`config.mk`:
```
export PLATFORM = sky130hd
export DESIGN_NAME = cdc_handshake_arbiter
export DESIGN_NICKNAME = d
export VERILOG_FILES = /design/src/rtl/cdc_handshake_arbiter.sv
export SDC_FILE = /design/constraint.sdc
export NUM_CORES = 1
export LEC_CHECK = 0
export CAP_MARGIN = 25
export CELL_PAD_IN_SITES_DETAIL_PLACEMENT = 0
export CELL_PAD_IN_SITES_GLOBAL_PLACEMENT = 1
export CORE_ASPECT_RATIO = 1.25
export CORE_MARGIN = 5
export CORE_UTILIZATION = 28
export DETAILED_ROUTE_END_ITERATION = 8
export PLACE_DENSITY = 0.78
export SYNTH_ARGS = -nofsm -noshare
export SYNTH_HDL_FRONTEND = slang
export SYNTH_SLANG_ARGS = --single-unit
```
`constraint.sdc`:
```
create_clock -name clk -period 2.22 [get_ports clk]
set_input_delay 0.222 -clock clk [delete_from_list [all_inputs] [get_ports clk]]
set_output_delay 0.222 -clock clk [all_outputs]
set_load 0.02 [all_outputs]
```
`src/rtl/cdc_handshake_arbiter.sv`:
```
// cdc_handshake_arbiter
// Source-side controller that shares one 4-phase req/ack crossing channel
// among NUM_REQ local requesters. A round-robin pick selects the winner, and
// the winner's payload and index are held on the crossing bus for the whole
// handshake. The ack input is assumed to be synchronized into clk already.
// A per-phase watchdog recovers the channel when the far side goes silent.
module cdc_handshake_arbiter #(
   parameter int NUM_REQ = 4,
   parameter int DATA_W  = 8,
   parameter int ID_W    = 2,
   parameter int TIMEOUT = 255
) (
   input  logic                      clk,
   input  logic                      rst,
   input  logic [NUM_REQ-1:0]        req_valid,
   input  logic [NUM_REQ*DATA_W-1:0] req_data,
   output logic [NUM_REQ-1:0]        req_ready,
   output logic                      xfer_req,
   output logic [DATA_W-1:0]         xfer_data,
   output logic [ID_W-1:0]           xfer_id,
   input  logic                      ack_sync,
   output logic                      busy,
   output logic                      timeout_err
);

   // Timer is wide enough to hold TIMEOUT; expiry fires on the TIMEOUT-th
   // cycle spent in a handshake phase.
   localparam int               TMR_W    = (TIMEOUT < 2) ? 1 : $clog2(TIMEOUT + 1);
   localparam bit               WD_ON    = (TIMEOUT != 0);
   localparam logic [TMR_W-1:0] TMR_LAST = TMR_W'((TIMEOUT > 0) ? TIMEOUT - 1 : 0);

   typedef enum logic [1:0] {
      IDLE        = 2'd0,
      REQ_HI      = 2'd1,
      WAIT_ACK_LO = 2'd2
   } state_t;

   state_t            state_reg, state_next;
   logic              xfer_req_reg, xfer_req_next;
   logic [DATA_W-1:0] xfer_data_reg, xfer_data_next;
   logic [ID_W-1:0]   xfer_id_reg, xfer_id_next;
   logic [ID_W-1:0]   last_grant_reg, last_grant_next;
   logic [TMR_W-1:0]  timer_reg, timer_next;
   logic              timeout_err_reg, timeout_err_next;

   logic [DATA_W-1:0] req_data_arr [NUM_REQ];
   logic              grant_found;
   logic [ID_W-1:0]   grant_idx;
   logic [ID_W-1:0]   cand;

   // Split the packed payload bus into one word per requester.
   for (genvar gi = 0; gi < NUM_REQ; gi++) begin : g_unpack
      assign req_data_arr[gi] = req_data[gi*DATA_W +: DATA_W];
   end

   // Round-robin pick: scan from last_grant+1 upward with wrap; scanning in
   // reverse lets the nearest valid index overwrite any farther one.
   always_comb begin
      grant_found = 1'b0;
      grant_idx   = '0;
      cand        = '0;
      for (int k = NUM_REQ; k >= 1; k--) begin
         cand = ID_W'((int'(last_grant_reg) + k) % NUM_REQ);
         if (req_valid[cand]) begin
            grant_found = 1'b1;
            grant_idx   = cand;
         end
      end
   end

   // Next-state, handshake sequencing, watchdog and the accept pulse.
   always_comb begin
      state_next       = state_reg;
      xfer_req_next    = xfer_req_reg;
      xfer_data_next   = xfer_data_reg;
      xfer_id_next     = xfer_id_reg;
      last_grant_next  = last_grant_reg;
      timer_next       = '0;
      timeout_err_next = 1'b0;
      req_ready        = '0;

      case (state_reg)
         IDLE: begin
            // A stale ack from the far side blocks any new request.
            if (!rst && !ack_sync && grant_found) begin
               req_ready[grant_idx] = 1'b1;
               xfer_data_next       = req_data_arr[grant_idx];
               xfer_id_next         = grant_idx;
               last_grant_next      = grant_idx;
               xfer_req_next        = 1'b1;
               state_next           = REQ_HI;
            end
         end

         REQ_HI: begin
            xfer_req_next = 1'b1;
            if (ack_sync) begin
               // Ack takes precedence over a simultaneous expiry.
               xfer_req_next = 1'b0;
               state_next    = WAIT_ACK_LO;
            end else if (WD_ON && timer_reg == TMR_LAST) begin
               // Abandon the transfer; the far side must still release ack.
               timeout_err_next = 1'b1;
               xfer_req_next    = 1'b0;
               state_next       = WAIT_ACK_LO;
            end else if (WD_ON) begin
               timer_next = timer_reg + TMR_W'(1);
            end
         end

         WAIT_ACK_LO: begin
            xfer_req_next = 1'b0;
            if (!ack_sync) begin
               state_next = IDLE;
            end else if (WD_ON && timer_reg == TMR_LAST) begin
               // Keep waiting, but flag every full period of a stuck ack.
               timeout_err_next = 1'b1;
            end else if (WD_ON) begin
               timer_next = timer_reg + TMR_W'(1);
            end
         end

         default: begin
            xfer_req_next = 1'b0;
            state_next    = IDLE;
         end
      endcase
   end

   // State and output registers; reset aborts any transfer immediately.
   always_ff @(posedge clk or posedge rst) begin
      if (rst) begin
         state_reg       <= IDLE;
         xfer_req_reg    <= 1'b0;
         xfer_data_reg   <= '0;
         xfer_id_reg     <= '0;
         last_grant_reg  <= ID_W'(NUM_REQ - 1);
         timer_reg       <= '0;
         timeout_err_reg <= 1'b0;
      end else begin
         state_reg       <= state_next;
         xfer_req_reg    <= xfer_req_next;
         xfer_data_reg   <= xfer_data_next;
         xfer_id_reg     <= xfer_id_next;
         last_grant_reg  <= last_grant_next;
         timer_reg       <= timer_next;
         timeout_err_reg <= timeout_err_next;
      end
   end

   assign xfer_req    = xfer_req_reg;
   assign xfer_data   = xfer_data_reg;
   assign xfer_id     = xfer_id_reg;
   assign timeout_err = timeout_err_reg;
   assign busy        = (state_reg != IDLE);

endmodule

```
==> summary.txt <==
Run status
  • Outcome: finished, final reports clean

Clocking
  • Setup Buffers After CTS: 0
  • CTS tree: yes
  • CTS H-tree lvls: 1
  • Clk_lat worst skew: 260 ps
  • Clock slew at reported path FFs: 90 ps
  • CTS Hold Bufs: 0
  • CTS Sinks: 24
  • Root Buffer: clkbuf_8
  • Deepest clock path buffer count: 2
  • Cts bufs inserted: 3

Logic synthesis
  • Syn Nets: 183
  • Avg Cell Area, Syn: 9.88 um2
  • Gate Count Post-Synth: 139
  • Synth Warn #: 0
  • Post-Syn Area: 1370 um2
  • Sequential-to-total area share from yosys stat: 0.439
  • Unique cell type count in the Yosys netlist: 37
  • Seq cells post-synth: 24

STA
  • RSZ-0062 raised after global routing: false
  • Setup TNS: 0 ps
  • Max Slew Vio Count: 0
  • Fmax: 469 MHz
  • Layout Skew: 1.66 ps
  • Rel. slew slack: 0.736
  • Fin crit period: 2130 ps
  • Hold slack: 376 ps
  • Setup ws final: 86.2 ps
  • Hold Violations, Final: 0
  • Worst Max-Slew Pin Slew: 392 ps
  • Final setup violating endpoints: 0
  • Fin crit share: 0.961

Setup path
  • Worst-path maximum fanout: 4
  • R2R setup slack: 130 ps
  • CP Launch Point: state_reg[0]$_DFFE_PP0P_
  • CP required: 2000 ps
  • Critical Path End Type: output port
  • Worst path depth: 7
  • Critical path class: reg2out
  • CP Data Arrival Time: 1910 ps
  • Crit-path cells: inv_1, ha_1, inv_2, or4_4, nor2_4, and2_2, buf_2
  • Critical path's top delay family: simple AND/OR/NAND/NOR gates
  • Reg2reg end: xfer_data[0]$_DFFE_PP0P_
  • Crit-path slowest cell: or4_4
  • R2R depth: 6
  • Crit Reg-Reg Startpoint: last_grant_reg[1]$_DFFE_PP1P_
  • WP buf/inv: 3
  • Max incr delay on CP: 530 ps
  • Crit start category: register

Die
  • Die area: 6420 um2
  • Row count: 28
  • Core region area: 4760 um2
  • # IOs: 56
  • Die Height: 88.3 um
  • Die Wd: 72.7 um
  • Initial Util: 0.288

Global routing
  • Grt ovf: 0
  • Initial antenna violation count: 0
  • Largest net degree at the start of global routing: 25
  • Total global-route track usage: 0.120
  • First-pass GRT wire length: 6000 um
  • Vias in the first global route: 1229

Detailed routing
  • Max Used Layer: met4
  • Via count: 1315
  • Drt total wl: 3750 um
  • WL per Instance: 13.6 um
  • Initial DRC count: 38
  • ANT nets after route: 0
  • WL met3: 283 um
  • Remaining DRCs: 0
  • Pre-Repair DR Iteration Count: 4
  • Met1 wire length: 1690 um
  • Vias per cell: 4.76
  • Routed met2 length: 1740 um

Layout
  • Commonest non-fill, non-tap cell in the layout: clkdlybuf4s50_1
  • Ant diodes: 0
  • Final-stage net count: 261
  • Commonest non-fill, non-tap cells in the layout: clkdlybuf4s50_1, buf_4, dfrtp_1
  • Fill count: 469
  • Area Growth Syn to Fin: 60.1%
  • Fin util: 0.462
  • Share of cells above drive strength 1: 0.218

Run
  • Max Cap Viol: 0

Power and ir drop
  • Worst VDD drop: 585 uV
  • Design Power: 2160 uW
  • Leak: 0.000967 uW
  • Power density cells: 984 nW/um2

Placement
  • Port bufs: 55
  • Post-placement worst setup slack: -249 ps
  • Gpl congestion: 0.732
  • Post-detail-place hpwl: 2880 um

Min path
  • Hold crit path type: in2async
[worst min-delay path, stage by stage]
cell and delay, ps:
clkdlybuf4s50_1 450, inv_1 70, buf_4 300
[worst max-delay path by stage]
stage              endpoint  slack [ps]
2_1_floorplan  req_ready[1]          60
3_3_place_gp   req_ready[1]        -240
3_5_place_dp   req_ready[1]        -250
4_1_cts        req_ready[1]          20
5_1_grt        req_ready[1]          10
6_report       req_ready[1]          90
[metal layers]
metal / vias up / global-route usage
met2: 37 / 0.190
met1: 618 / 0.164
met4: 0 / 0.0252
met3: 4 / 0.0341
met5: - / 0
li1: 656 / -
[per-stage QoR]
step	instances	area [um2]
CTS	276	2200
detailed placement	272	2160
global route	276	2200
finish	276	2200
floorplan	139	1390
global placement	272	2160
[cell usage after synthesis, drive strengths merged]
cell	instances	area share
a21boi	1	0.0055
a21oi	8	0.029
a221o	8	0.058
a22o	8	0.051
a311oi	1	0.0064
a31oi	1	0.0046
and2	2	0.0091
and3	2	0.0091
and4	1	0.0064
buf	4	0.019
clkbuf	2	0.0055
dfrtp	22	0.40
dfstp	2	0.038
ha	5	0.046
inv	8	0.022
mux2	8	0.066
mux2i	2	0.015
nand2	7	0.019
nand2b	3	0.014
nand3	3	0.011
nand4	2	0.0091
nor2	20	0.058
nor2b	1	0.0046
nor3	1	0.0036
nor4	1	0.0046
o21ai	5	0.018
o221ai	1	0.0064
o22a	1	0.0064
o32ai	1	0.0064
or3	1	0.0046
or4	1	0.0055
xnor2	1	0.0064
xor2	5	0.032
[power by group]
part	internal, uW	leakage (uW)	switching [uW]
logic	649	0.000631	539
clock network	158	0.0000288	141
registers	584	0.000308	92.8
total	1390	0.000967	773
[cells by family (layout without fill, tap and decap cells)]
logic type	Yosys count	count (layout)	share of synthesized area
multiplexers	10	10	0.0801
AND/OR/NAND/NOR	45	45	0.158
XOR/XNOR	6	6	0.0383
adder cells (fa/ha/maj)	5	5	0.0455
flip-flops	24	24	0.439
buffers and inverters	14	91	0.0464
AO/OA/AOI/OAI	35	35	0.192
[timing repair]
action,CTS,global route
endpoints found under the setup margin,6,1
resized for setup,14,0
pin swaps,0,1
[area by class of cell]
cell class,instances,area [um2],share of cell area
Tap cell,60,75.1,0.0341
Timing Repair Buffer,79,714,0.325
Multi-Input combinational cell,101,722,0.328
Clock buffer,4,55.1,0.0250
Sequential cell,24,603,0.274
Inverter,8,30.0,0.0137
No activity file was read; power rests on OpenSTA's default activity.
